### src/rtl/cram_loader_pkg.sv
// cram_loader_pkg: shared state encoding and sizing helper for the CRAM loader
package cram_loader_pkg;
  typedef enum logic [1:0] {IDLE, LOAD, SHIFT, DONE} loader_state_t;
  function automatic int idx_w(input int n);
    return n > 1 ? $clog2(n) : 1;
  endfunction
endpackage

### src/rtl/cram_deserializer.sv
// cram_deserializer: assembles bits leaving the chain tail into host-width readback words
module cram_deserializer
  import cram_loader_pkg::*;
#(
  parameter int WORD_W = 8
) (
  input  logic              clk,
  input  logic              rst,
  input  logic              en_i,
  input  logic              clr_i,
  input  logic              shift_i,
  input  logic              last_i,
  input  logic              bit_i,
  output logic              word_end_o,
  output logic [WORD_W-1:0] rd_data_o,
  output logic              rd_valid_o
);
  localparam int IW = idx_w(WORD_W);
  logic [WORD_W-1:0] acc_q, acc_d, acc_set, rd_q, rd_d;
  logic [IW-1:0]     idx_q, idx_d;
  logic              vld_q, vld_d, flush;
  assign word_end_o = idx_q == IW'(WORD_W - 1);
  assign rd_data_o  = rd_q;
  assign rd_valid_o = vld_q && en_i;
  // a word closes on its WORD_W-th bit or on the final chain bit; the accumulator restarts empty
  always_comb begin
    acc_set = acc_q | (WORD_W'(bit_i) << idx_q);
    flush   = shift_i && (last_i || word_end_o);
    acc_d   = (clr_i || flush) ? '0 : shift_i ? acc_set : acc_q;
    idx_d   = (clr_i || flush) ? '0 : shift_i ? idx_q + 1'b1 : idx_q;
    rd_d    = flush ? acc_set : rd_q;
    vld_d   = flush;
  end
  // state advances only while the fabric is enabled so a pending pulse survives a freeze
  always_ff @(posedge clk) begin
    if (rst) begin
      acc_q <= '0;
      idx_q <= '0;
      rd_q  <= '0;
      vld_q <= 1'b0;
    end else if (en_i) begin
      acc_q <= acc_d;
      idx_q <= idx_d;
      rd_q  <= rd_d;
      vld_q <= vld_d;
    end
  end
endmodule

### src/rtl/cram_loader.sv
// cram_loader: serialises host bitstream words onto the CRAM config chain and reads back its tail
module cram_loader
  import cram_loader_pkg::*;
#(
  parameter  int CHAIN_LEN = 320,
  parameter  int WORD_W    = 8,
  localparam int CNT_W     = $clog2(CHAIN_LEN + 1)
) (
  input  logic              clk,
  input  logic              rst,
  input  logic              en,
  input  logic              start,
  input  logic              abort,
  input  logic [WORD_W-1:0] wr_data,
  input  logic              wr_valid,
  output logic              wr_ready,
  output logic              config_en,
  output logic              config_data_out,
  input  logic              config_data_in,
  output logic [WORD_W-1:0] rd_data,
  output logic              rd_valid,
  output logic              busy,
  output logic              done,
  output logic [CNT_W-1:0]  bit_count
);
  loader_state_t     state_q;
  logic [WORD_W-1:0] shreg_q;
  logic [CNT_W-1:0]  cnt_q;
  logic              done_q, word_end, last, idle_like;
  assign idle_like       = state_q == IDLE || state_q == DONE;
  assign last            = cnt_q == CNT_W'(CHAIN_LEN - 1);
  assign config_en       = en && state_q == SHIFT;
  assign config_data_out = config_en && shreg_q[0];
  assign wr_ready        = en && state_q == LOAD;
  assign busy            = state_q == LOAD || state_q == SHIFT;
  assign done            = done_q;
  assign bit_count       = cnt_q;
  // sequencer: abort overrides every transition, en low freezes all state
  always_ff @(posedge clk) begin
    if (rst) begin
      state_q <= IDLE;
      shreg_q <= '0;
      cnt_q   <= '0;
      done_q  <= 1'b0;
    end else if (en) begin
      if (abort) begin
        state_q <= IDLE;
        done_q  <= 1'b0;
      end else begin
        case (state_q)
          IDLE, DONE: if (start) begin
            state_q <= LOAD;
            cnt_q   <= '0;
            done_q  <= 1'b0;
          end
          LOAD: if (wr_valid) begin
            shreg_q <= wr_data;
            state_q <= SHIFT;
          end
          SHIFT: begin
            shreg_q <= shreg_q >> 1;
            cnt_q   <= cnt_q + 1'b1;
            if (last) begin
              state_q <= DONE;
              done_q  <= 1'b1;
            end else if (word_end) state_q <= LOAD;
          end
          default: state_q <= IDLE;
        endcase
      end
    end
  end
  cram_deserializer #(.WORD_W(WORD_W)) u_deser (
    .clk       (clk),
    .rst       (rst),
    .en_i      (en),
    .clr_i     (en && (abort || (start && idle_like))),
    .shift_i   (config_en && !abort),
    .last_i    (last),
    .bit_i     (config_data_in),
    .word_end_o(word_end),
    .rd_data_o (rd_data),
    .rd_valid_o(rd_valid)
  );
endmodule

### config.mk
export PLATFORM = sky130hd
export DESIGN_NAME = cram_loader
export DESIGN_NICKNAME = d
export VERILOG_FILES = /design/src/rtl/cram_loader_pkg.sv /design/src/rtl/cram_deserializer.sv /design/src/rtl/cram_loader.sv
export SDC_FILE = /design/constraint.sdc
export NUM_CORES = 1
export LEC_CHECK = 0
export ABC_AREA = 1
export BUFFER_PORTS_ARGS = -buffer_cell sky130_fd_sc_hd__buf_2
export CELL_PAD_IN_SITES_DETAIL_PLACEMENT = 1
export CELL_PAD_IN_SITES_GLOBAL_PLACEMENT = 2
export CORE_ASPECT_RATIO = 0.8
export CORE_MARGIN = 3
export CORE_UTILIZATION = 27
export CTS_CLUSTER_DIAMETER = 30
export DETAILED_ROUTE_END_ITERATION = 7
export PLACE_DENSITY_LB_ADDON = 0.3
export SYNTH_ARGS = -nofsm -noshare
export SYNTH_HDL_FRONTEND = slang
export SYNTH_SLANG_ARGS = --single-unit
### constraint.sdc
create_clock -name clk -period 1.6 [get_ports clk]
set_input_delay 0.24 -clock clk [delete_from_list [all_inputs] [get_ports clk]]
set_output_delay 0.24 -clock clk [all_outputs]
set_load 0.01 [all_outputs]
# Word-level counts from Yosys, hierarchy flattened
# Cells that the tools add are included.
# word_totals
ff_bits,40
latch_bits,0
ram_bits,0
romBits,0
inputBits,15
out_inout_bits,23
elab_cells,68
memories,0
# classes
addsub,2
mul,0
n_div,0
order_cmp,0
n_eq_ne,11
shifts,1
n_mux,18
bitwise,2
n_reduce_logical,26
# op_table
operator,n
2-to-1 mux 8 bit,3
case mux 9 bit (2 select lines),1
case mux 8 bit (2 select lines),1
AND reduction 4 bit,4
2-to-1 mux 2 bit,5
adder 9 x 1 -> 9 bit (second input constant),1
== test 9 bit (second input constant),1
2-to-1 mux 9 bit,1
logical AND 1 bit,8
OR 8 bit,1
left shift 1 x 3 -> 8 bit,1
2-to-1 mux 3 bit,2
!= test 3 bit (second input constant),2
case mux 2 bit (3 select lines),1
nonzero test 2 bit,3
logical OR 1 bit,5
== test 2 bit (second input constant),2
!= test 2 bit (second input constant),2
!= test 4 x 2 -> 1 bit (second input constant),1
AND reduction 2 bit,2
adder 3 x 1 -> 3 bit (second input constant),1
== test 3 bit (second input constant),1
2-to-1 mux 1 bit,3
!= test 3 x 2 -> 1 bit (second input constant),1
other kinds (7),7

# Logic depth before layout (Yosys ltp)
# Gate-level depths: netlist (run 1).
# logic_depth
word_depth,8
ltp_mapped,10
depth_no_buf,10

# Cells and area by module
# Synthesis (run 1) repeated with hierarchy kept, for this count alone.
# hier_totals
hier_cells,337
area_unflattened_um2,2162.1
# modules_own_cells
module,instances,cells_each,area_per_inst_um2,seq_area_each_um2
cram_loader,1,180,1161.1,400.4
cram_deserializer,1,157,1001.0,400.4

# Worst setup path after synthesis (run 1)
# Ideal clock, no wire load.
# synth_timing
path_type,reg2reg
startpoint,register state_q[0]
endpoint,register u_deser.acc_q[1]
setup_ns,0.070
arrival_time_ns,1.510
t_required_ns,1.530
path_slack_ns,0.020
stages_incl_launch_ff,9
n_path_buf,1
period_less_slack_ns,1.580
path_cell_list,dfxtp_1 inv_1 ha_1 nand2_1 nand2_1 nand2_1 clkbuf_1 nand3_1 a21oi_1
# synth_via
elab_chain_cells,8
word_cells_on_any_way,14
classes_between,eq/ne (2); mux (1); reduce/logical (11)
# synth_lines
element,line_no,source
start: declaration,cram_loader.sv:26,loader_state_t state_q;
start signal: assignment,cram_loader.sv:41,state_q <= IDLE;
start signal: assignment,cram_loader.sv:47,state_q <= IDLE;
start signal: assignment,cram_loader.sv:52,state_q <= LOAD;
== test 2 bit / zero test 2 bit (equally long branches),cram_loader.sv:30,assign idle_like = state_q == IDLE || state_q == DONE;
logical OR 1 bit,cram_loader.sv:30,
logical AND 1 bit,cram_loader.sv:77,".clr_i (en && (abort || (start && idle_like))),"
logical OR 1 bit,cram_loader.sv:77,
logical AND 1 bit,cram_loader.sv:77,
logical OR 1 bit,cram_deserializer.sv:29,acc_d = (clr_i || flush) ? '0 : shift_i ? acc_set : acc_q;
nonzero test 2 bit (no source line),--,
AND reduction 2 bit (no source line),--,
end signal: assignment,cram_deserializer.sv:37,acc_q <= '0;
end signal: assignment,cram_deserializer.sv:42,acc_q <= acc_d;
end: declaration,cram_deserializer.sv:19,"logic [WORD_W-1:0] acc_q, acc_d, acc_set, rd_q, rd_d;"
# Several ways; a longest one is shown, not always the timed one.
# A chain may end at the register's enable or synchronous reset.

# Worst setup path after layout (run 1)
# layout_timing
startpoint,register state_q[0]
endpoint,output config_data_out
# layout_via
elab_chain_cells,3
# layout_lines
element,line_no,source
== test 2 bit,cram_loader.sv:32,assign config_en = en && state_q == SHIFT;
logical AND 1 bit,cram_loader.sv:32,
logical AND 1 bit,cram_loader.sv:33,assign config_data_out = config_en && shreg_q[0];
end: declaration,cram_loader.sv:18,"output logic config_data_out,"
# No other way between the ends.

==> impl_metrics.json, run 1 <==
{
  "status": "finished clean",
  "grt_pass1_vias": 1993,
  "grt_overflow_total": 0,
  "clkSinkCount": 40,
  "worstHoldPathType": "in2reg",
  "crit_path_start_kind": "flip-flop",
  "fp.dieW_um": 103,
  "viasPerCell": 4.63,
  "die_h_um": 83.8,
  "endpoint": "config_data_out",
  "power.leakage_nw": 1.28,
  "crit_type": "reg2out",
  "fin_ws_ns": 0.0757,
  "drtIter0Drc": 75,
  "r2r-end": "state_q[1]",
  "core_area_um2": 7090,
  "row_count": 27,
  "dp_hpwl_um": 4380,
  "fmax_mhz": 656,
  "fin_nets": 388,
  "ys.warnings.count": 0,
  "vias": 2113,
  "finalSetupTns_ns": 0,
  "power_density_nw_per_um2": 791,
  "wire_per_inst_um": 13.7,
  "rsz0062_at_grt": "no",
  "cts.clk_slew.worst_paths_ns": 0.08,
  "crit_path_top_delay_cell": "dfxtp_2",
  "required_ns": 1.36,
  "worstMarginPinSlew_ns": 0.377,
  "clock_skew_ns": 0.0122,
  "setup_viol": 0,
  "yosysUniqueCellTypes": 28,
  "drive_above_1_share_pct": 33.9,
  "placed_area_um2": 2510,
  "nFillCells": 913,
  "cts_tree": "yes",
  "htreeDepth": 2,
  "cp.arrival_ns": 1.28,
  "syn_area_um2": 2040,
  "synthTopCellsByArea": "dfxtp_1 39%, nand2_1 9.7%, a21oi_1 8.6%, inv_1 8.3%, nor2_1 7.0%",
  "layout.cells.non_filler": 456,
  "cts_buffers": 5,
  "avgSynthCellArea_um2": 6.80,
  "period_share_pct": 95.3,
  "p_total_mw": 2.25,
  "synthCells": 300,
  "crit_path_end_kind": "primary output",
  "syn2layout_area_growth_pct": 39.5,
  "crit_chain": "inv_2 -> ha_4 -> nand2_2 -> buf_4 -> nor2_1 -> buf_2",
  "yosys.area.top_type": "dfxtp_1",
  "grtUsageTotal_pct": 14.3,
  "fin_area_um2": 2850,
  "cts-root-buf": "clkbuf_8",
  "r2r_start": "state_q[0]",
  "pin_count": 38,
  "antenna_cells_inserted": 0,
  "gp_congestion": 0.774,
  "antenna_left": 0,
  "yosysSeqAreaShare_pct": 39.2,
  "grt_start_max_net_pins": 22,
  "start_util_pct": 28.8,
  "pre_cts_ws_ns": -0.0648,
  "reg2reg_setup_slack_ns": 0.11,
  "fin_crit_ns": 1.52,
  "grt_pass1_wl_um": 9580,
  "drv_cap": 0,
  "dr.pass1.iters": 4,
  "synth_top_area_share_pct": 39.2,
  "final_max_slew_viol_count": 0,
  "r2r_cells": 9,
  "synth_seq_cells": 40,
  "post-place-cells": 441,
  "antenna_found_initial": 0,
  "drt_wl_total_um": 6250,
  "io_buffer_count": 37,
  "die_area_um2": 8640,
  "synth.net_count": 320,
  "max_slew_margin_pct": 74.9,
  "drc_errors": 0,
  "finalHoldViolations": 0,
  "cts_buffer_depth": 2,
  "ir_worst_vdd_mv": 0.301,
  "cpPeakStageDelay_ns": 0.34,
  "cp_max_fo": 3,
  "clkLatencyLatePin_ns": 0.31,
  "cp-startpoint": "state_q[0]"
}
==> worst min-delay path by stage <==
stage / start / to / cells past startpoint
global placement: shreg_q[1] / shreg_q[1] / 2
global route: wr_data[7] / shreg_q[7] / 3
detailed placement: shreg_q[3] / shreg_q[3] / 2
floorplan: rst / u_deser.acc_q[7] / 1
CTS: wr_data[7] / shreg_q[7] / 3
finish: wr_data[7] / shreg_q[7] / 3
==> sequential cells by signal (all words and copies together) (netlist names) <==
register,count
u_deser.vld_q,1
u_deser.acc_q,8
bit_count,9
u_deser.rd_data_o,8
shreg_q,8
state_q,2
done,1
u_deser.idx_q,3
==> metrics by stage <==
| step | utilization, % | hold slack [ns] |
|---|---|---|
| floorplan | - | 0.309 |
| global placement | 35.4 | 0.438 |
| detailed placement | 35.4 | 0.442 |
| CTS | 37.3 | 0.250 |
| global route | 40.1 | 0.255 |
| finish | 40.1 | 0.260 |
==> synth_stat cells, drive strengths merged <==
cell     n
nand2   55
inv     48
nor2    43
dfxtp   40
a21oi   35
o21ai   27
nand3   26
buf      5
ha       5
clkbuf   4
nand4    2
nor3     2
xor2     2
a211oi   1
a21boi   1
a31oi    1
nand3b   1
or2      1
xnor2    1
==> critical path: cells and delay by family (launching register included) <==
| kind | cells | cell delay, ns |
|---|---|---|
| fa+ha+maj | 1 | 0.15 |
| buf+inv | 3 | 0.35 |
| flops | 1 | 0.34 |
| simple gates | 2 | 0.15 |
==> layout make-up <==
| type | instances | area, um^2 | area share (%) |
|---|---|---|---|
| clock inverters | 3 | 42.5 | 1.49 |
| clock buffers | 5 | 68.8 | 2.42 |
| flip-flops and latches | 40 | 807 | 28.3 |
| inverters | 48 | 184 | 6.46 |
| multi-input cells | 203 | 1150 | 40.2 |
| repair buffers | 70 | 490 | 17.2 |
| well taps | 87 | 109 | 3.82 |
==> layout by cell type, fill, tap and decap left out, types with 4 or more instances in the layout <==
cell type / count
ha_4: 4
a21oi_1: 34
nor2_1: 30
nand3_1: 23
nand2_1: 48
clkbuf_8: 5
o21ai_0: 18
buf_4: 28
nand2_2: 6
nor2_4: 4
dfxtp_2: 5
nor2_2: 9
inv_2: 6
o21ai_1: 5
inv_1: 41
buf_2: 38
dfxtp_1: 35
==> layer usage <==
layer  vias up  share of wire [%]  track usage, %
met5         -                  0               0
met4         0                1.6            5.65
met3         8                3.6            2.76
met2        36                 42            19.3
met1       982                 53            21.7
li1       1087                  -               -
==> cells by family after synthesis <==
logic type | Yosys count | share of synthesized area [%]
compound gates | 65 | 17.7
xor+xnor | 3 | 1.29
buf+inv | 57 | 10.9
flops | 40 | 39.2
fa+ha+maj | 5 | 3.07
simple gates | 130 | 27.8
==> what timing repair did <==
| item | CTS | global route |
|---|---|---|
| pin swaps | 0 | 3 |
| resized for setup | 5 | 41 |
| hold buffers | 0 | 0 |
| buffers inserted | 0 | 4 |
| endpoints found under the setup margin | 32 | 41 |
| cloned | 0 | 3 |
==> report_power, final <==
part,internal [mW],total [mW],switching [mW]
registers,1.02,1.03,0.0121
clock network,0.462,0.868,0.406
logic,0.150,0.353,0.203
total,1.63,2.25,0.621
Note: power is estimated with default switching activity, not from simulation.
==> inputs of run 2 (changes only) <==
--- a/config.mk
+++ b/config.mk
@@ -7,6 +7,7 @@
 export LEC_CHECK = 0
 export ABC_AREA = 1
 export BUFFER_PORTS_ARGS = -buffer_cell sky130_fd_sc_hd__buf_2
+export CAP_MARGIN = 10
 export CELL_PAD_IN_SITES_DETAIL_PLACEMENT = 1
 export CELL_PAD_IN_SITES_GLOBAL_PLACEMENT = 2
 export CORE_ASPECT_RATIO = 0.8
@@ -15,6 +16,7 @@
 export CTS_CLUSTER_DIAMETER = 30
 export DETAILED_ROUTE_END_ITERATION = 7
 export PLACE_DENSITY_LB_ADDON = 0.3
+export REMOVE_ABC_BUFFERS = 1
 export SYNTH_ARGS = -nofsm -noshare
 export SYNTH_HDL_FRONTEND = slang
 export SYNTH_SLANG_ARGS = --single-unit
==> run 2 against run 1 <==
  * Register-to-register slack got worse by 0.02 ns
  * Critical path type is now reg2reg
  * Maximum frequency increased by 0.88%
  * First-iteration DRC count decreased by 28%
  * Worst hold slack improved by 0.0080 ns
  * Design area decreased by 0.92%
  * Combinational power decreased by 6.8%
  * Total power decreased by 11%
==> impl_metrics.json, run 2 (synthesis gave the netlist of run 1 again) <==
{
  "vias": 2085,
  "drv_cap": 0,
  "cp_max_fo": 16,
  "grtUsageTotal_pct": 14.0,
  "viasPerCell": 4.55,
  "final_util_pct": 39.8,
  "period_share_pct": 94.4,
  "drive_above_1_share_pct": 33.4,
  "power_frac_clock_pct": 32.4,
  "max_slew_margin_pct": 71.6,
  "cpLargestDelayFamily": "simple AND/OR/NAND/NOR gates",
  "antenna_left": 0,
  "setup_viol": 0,
  "path_buf_inv": 3,
  "grt_pass1_wl_um": 9740,
  "htreeDepth": 2,
  "cts_tree": "yes",
  "crit_path_top_delay_cell": "dfxtp_2",
  "fin_crit_ns": 1.51,
  "syn2layout_area_growth_pct": 38.3,
  "power_density_nw_per_um2": 712,
  "holdPathStages": 3,
  "start_util_pct": 28.8,
  "cpPeakStageDelay_ns": 0.35,
  "clkSinkCount": 40,
  "cts_buffers": 5,
  "multi_input_area_um2": 1140,
  "r2r-end": "shreg_q[7]",
  "dr.pass1.iters": 4,
  "clock_skew_ns": 0.00427,
  "fmax_mhz": 662,
  "io_buffer_count": 37,
  "grt_start_max_net_pins": 17,
  "largest_register_ffs": 9,
  "p_comb_share_pct": 16.4,
  "worstHoldPathType": "in2reg",
  "r2r_start": "state_q[0]",
  "p_int_mw": 1.45,
  "cp.arrival_ns": 1.72,
  "nFillCells": 933,
  "cts_buffer_depth": 2,
  "crit_chain": "buf_4 -> ha_2 -> inv_1 -> or2_2 -> nand3_1 -> buf_12 -> a21oi_1 -> a211oi_2",
  "reg2reg_setup_slack_ns": 0.09,
  "antenna_found_initial": 0,
  "drt_wl_total_um": 5910,
  "ir_worst_vdd_mv": 0.274,
  "dp_hpwl_um": 4430,
  "gp_congestion": 0.751,
  "grt_overflow_total": 0,
  "cts-root-buf": "clkbuf_8",
  "required_ns": 1.81,
  "power.leakage_nw": 1.29,
  "fp.dieW_um": 103,
  "crit_path_start_kind": "flip-flop",
  "crit_path_end_kind": "flip-flop",
  "final_max_slew_viol_count": 0,
  "grt_pass1_vias": 2003,
  "p_seq_share_pct": 51.2,
  "r2r_cells": 8,
  "core_area_um2": 7090,
  "die_h_um": 83.8,
  "ff_latch_area_um2": 807,
  "fin_nets": 391,
  "drtIter0Drc": 54,
  "fin_ws_ns": 0.0890,
  "status": "finished clean",
  "p_switching_uw": 556,
  "finalHoldViolations": 0,
  "worstMarginPinSlew_ns": 0.425,
  "most-common-layout-cells": "49 x nand2_1, 42 x inv_1, 37 x buf_2",
  "drc_errors": 0,
  "netSwitchingFraction_pct": 27.6,
  "crit_type": "reg2reg",
  "clkLatencyLatePin_ns": 0.29,
  "pin_count": 38,
  "worstHoldStart": "wr_data[7]",
  "mostFrequentLayoutCell": "nand2_1",
  "die_area_um2": 8640,
  "antenna_cells_inserted": 0,
  "min_to": "shreg_q[7]",
  "wire_per_inst_um": 12.9,
  "rsz0062_at_grt": "yes",
  "cts.clk_slew.worst_paths_ns": 0.08,
  "holdWs_ns": 0.268,
  "pre_cts_ws_ns": -0.103,
  "row_count": 27
}
## run 2: changes by cell type in the layout (fill, tap and decap cells not counted), sizes merged
cell	delta
bufinv	-1
buf	+4
clkinvlp	-1
## run 2: area by class of cell
cell class              instances  area share (%)
well taps                      87            3.86
repair buffers                 73            17.9
clock inverters                 1           0.177
clock buffers                   6            2.57
multi-input cells             203            40.4
inverters                      48            6.52
flip-flops and latches         40            28.6
## run 2: worst max-delay path by stage
stage,start,to,slack [ns],depth (start not counted)
4_1_cts,state_q[0],config_data_out,0.007,6
6_report,state_q[0],shreg_q[7],0.09,8
3_5_place_dp,state_q[0],bit_count[7],-0.10,9
5_1_grt,state_q[0],state_q[0],-0.02,9
2_1_floorplan,state_q[0],u_deser.idx_q[0],-0.11,7
3_3_place_gp,state_q[0],bit_count[5],0.01,9
## run 2: repair_timing
action	in CTS	in global routing
cloned	0	1
hold buffers	0	0
endpoints found under the setup margin	38	37
pin swaps	0	10
resized for setup	4	35
buffers inserted	0	4
## run 2: power by group through the flow
stage / sequential [mW] / combinational (mW) / clock (mW)
6_report: 1.03 / 0.329 / 0.651
5_1_grt: 1.03 / 0.371 / 0.723
4_1_cts: 1.03 / 0.312 / 0.680
3_5_place_dp: 1.05 / 0.302 / 0
3_3_place_gp: 1.05 / 0.297 / 0
2_1_floorplan: 1.05 / 0.158 / 0
## run 2: worst reg2reg max path, stage by stage, from the launching register on
cell	delay, ns
dfxtp_2	0.35
buf_4	0.11
ha_2	0.19
inv_1	0.05
or2_2	0.28
nand3_1	0.12
buf_12	0.15
a21oi_1	0.05
a211oi_2	0.14
## run 2: stage by stage
step	setup TNS (ns)	cell area [um^2]	power, mW	cells
2_1_floorplan	-1.28	2000	1.21	291
3_3_place_gp	0	2550	1.35	446
3_5_place_dp	-1.19	2550	1.35	446
4_1_cts	0	2650	2.02	453
5_1_grt	-0.0459	2820	2.13	458
6_report	0	2820	2.01	458
## run 2: per-layer routing
metal	wire, um	track usage, %
met4	60	3.53
met3	154	2.76
met1	3100	20.5
met5	0	0
met2	2600	20.9
==> inputs of run 3 (changes only) <==
--- a/config.mk
+++ b/config.mk
@@ -19,4 +19,5 @@
 export REMOVE_ABC_BUFFERS = 1
 export SYNTH_ARGS = -nofsm -noshare
 export SYNTH_HDL_FRONTEND = slang
+export SYNTH_HIERARCHICAL = 1
 export SYNTH_SLANG_ARGS = --single-unit
==> run 3 against run 2 <==
  * Total power increased by 16%
  * Critical path depth increased by 3
  * Sequential power about the same
  * Utilization increased by 0.35 points
  * Clock skew increased by 0.0056 ns
  * Register-to-register slack got worse by 0.05 ns
  * Maximum frequency decreased by 3.4%
  * Global-route usage decreased by 0.30 points
  * Largest cell class unchanged
  * Synthesized cell count increased by 12%
  * Clock power increased by 41%
  * Non-clock buffer count unchanged
  * Critical path type unchanged
==> impl_metrics.json, run 3 <==
{
  "fin_nets": 433,
  "antenna_left": 0,
  "finalHoldViolations": 0,
  "yosysSeqAreaShare_pct": 37.0,
  "fin_crit_ns": 1.56,
  "syn_area_um2": 2160,
  "placed_area_um2": 2660,
  "io_buffer_count": 37,
  "synth_edf_count": 0,
  "die_h_um": 86.0,
  "dp_hpwl_um": 4360,
  "synthTopCellsByCount": "82 x nand2_1, 69 x nor2_1, 57 x inv_1",
  "synth_top_area_share_pct": 37.0,
  "holdBufCountCts": 0,
  "cp_max_fo": 3,
  "max_slew_margin_pct": 83.1,
  "crit_path_end_kind": "flip-flop",
  "dr.pass1.iters": 4,
  "grt_start_max_net_pins": 17,
  "largest_register_ffs": 9,
  "grtUsageTotal_pct": 13.7,
  "antenna_cells_inserted": 0,
  "cp.arrival_ns": 1.75,
  "cts.clk_slew.worst_paths_ns": 0.09,
  "cts_buffer_depth": 2,
  "htreeDepth": 2,
  "grt_pass1_wl_um": 10300,
  "required_ns": 1.78,
  "yosysMostFrequentCell": "nand2_1",
  "final_max_slew_viol_count": 0,
  "avgSynthCellArea_um2": 6.42,
  "worstMarginPinSlew_ns": 0.253,
  "yosys.area.top_type": "dfxtp_1",
  "drc_errors": 0,
  "crit_type": "reg2reg",
  "pin_count": 38,
  "clkSinkCount": 40,
  "power_density_nw_per_um2": 766,
  "layout.cells.non_filler": 518,
  "synthTopCellsByArea": "dfxtp_1 37%, nand2_1 14%, nor2_1 12%, inv_1 9.9%, a21oi_1 4.4%",
  "vias": 2242,
  "drtIter0Drc": 51,
  "grt_overflow_total": 0,
  "cts_tree": "yes",
  "die_area_um2": 9120,
  "status": "finished clean",
  "grt_pass1_vias": 2339,
  "worstHoldPathType": "in2reg",
  "post-place-cells": 501,
  "cts-root-buf": "clkbuf_8",
  "gp_congestion": 0.759,
  "fin_area_um2": 3050,
  "yosysUniqueCellTypes": 27,
  "syn2layout_area_growth_pct": 41.1,
  "setup_viol": 0,
  "synth_seq_cells": 40,
  "crit_path_start_kind": "flip-flop",
  "antenna_found_initial": 0,
  "drive_above_1_share_pct": 31.7,
  "synth_ff_type": "dfxtp_1",
  "ir_worst_vdd_mv": 0.300,
  "wire_per_inst_um": 11.8,
  "drv_cap": 0,
  "fmax_mhz": 639,
  "cts_buffers": 5,
  "period_share_pct": 97.8,
  "synthCells": 337,
  "mostFrequentLayoutCell": "nand2_1",
  "power.leakage_nw": 1.43,
  "rsz0062_at_grt": "yes",
  "synthArstFlopShare_pct": 0,
  "ys.warnings.count": 6,
  "core_area_um2": 7600,
  "p_total_mw": 2.34,
  "clock_skew_ns": 0.00982,
  "fp.dieW_um": 106,
  "clkLatencyLatePin_ns": 0.29,
  "most-common-layout-cells": "74 x nand2_1, 60 x nor2_1, 53 x inv_1",
  "start_util_pct": 28.4,
  "drt_wl_total_um": 6110,
  "row_count": 28,
  "viasPerCell": 4.33,
  "finalSetupTns_ns": 0
}
-- run 3: cell count changes in the layout (fill, tap and decap cells not counted), sizes merged, moves of 5 or more --
cell	delta
nand2	+31
nor2	+30
a21oi	-15
inv	+14
nand3	-13
o21ai	-9
nand4	+5
-- run 3: metrics by stage --
stage / utilization (%) / worst slack, ns / hold slack [ns]
final: 40.1 / 0.0355 / 0.231
after global routing: 40.1 / -0.0560 / 0.247
after CTS: 37.3 / -0.0222 / 0.232
after detailed placement: 34.9 / -0.0893 / 0.452
after global placement: 34.9 / -0.0107 / 0.441
after floorplan: - / -0.114 / 0.309
-- run 3: report_power, final --
part           switching [mW]  total [mW]  internal [mW]
combinational           0.221       0.387          0.166
clock                   0.369       0.920          0.551
sequential             0.0110        1.03           1.02
-- run 3: repair_timing --
item / 4_1_cts / 5_1_grt
buffers inserted: 3 / 4
resized for setup: 8 / 43
endpoints found under the setup margin: 22 / 33
cloned: 1 / 1
pin swaps: 4 / 17
-- run 3: layout make-up --
type,instances,area [um^2]
clock buffer,7,96.3
tap,105,131
timing repair buffer,73,512
fill,1005,4550
sequential,40,805
clock inverter,1,30.0
inverter,62,235
multi-input combinational,230,1240
-- run 3: critical path: stages (launching register included) --
cell	delay, ns
dfxtp_2	0.35
ha_4	0.17
nand3_4	0.08
nor2_4	0.04
buf_4	0.13
buf_4	0.12
buf_4	0.12
buf_4	0.12
nand3_2	0.07
nand2_1	0.07
a21oi_2	0.14
nor2_1	0.05
-- run 3: cell families after synthesis --
logic type,Yosys count,synth area share (%)
adder cells (fa/ha/maj),6,3.47
AO/OA/AOI/OAI,39,10.2
buffers and inverters,68,12.8
AND/OR/NAND/NOR,184,36.5
flip-flops,40,37.0
-- run 3: path summary, 6_finish.rpt --
path	end	cells after the start	slack [ns]	start
worst min register to register	shreg_q[6]	2	0.46	shreg_q[6]
worst max register to register	state_q[1]	11	0.04	bit_count[0]
worst min-delay path	shreg_q[7]	3	0.23	wr_data[7]
worst max-delay path	state_q[1]	11	0.04	bit_count[0]
-- run 3: layer usage --
| layer | up-vias | share of wire (%) | track usage [%] |
|---|---|---|---|
| met5 | - | 0 | 0 |
| met2 | 33 | 47 | 24.1 |
| met3 | 2 | 3.0 | 2.93 |
| li1 | 1178 | - | - |
| met4 | 0 | 0.59 | 3.18 |
| met1 | 1029 | 49 | 17.4 |
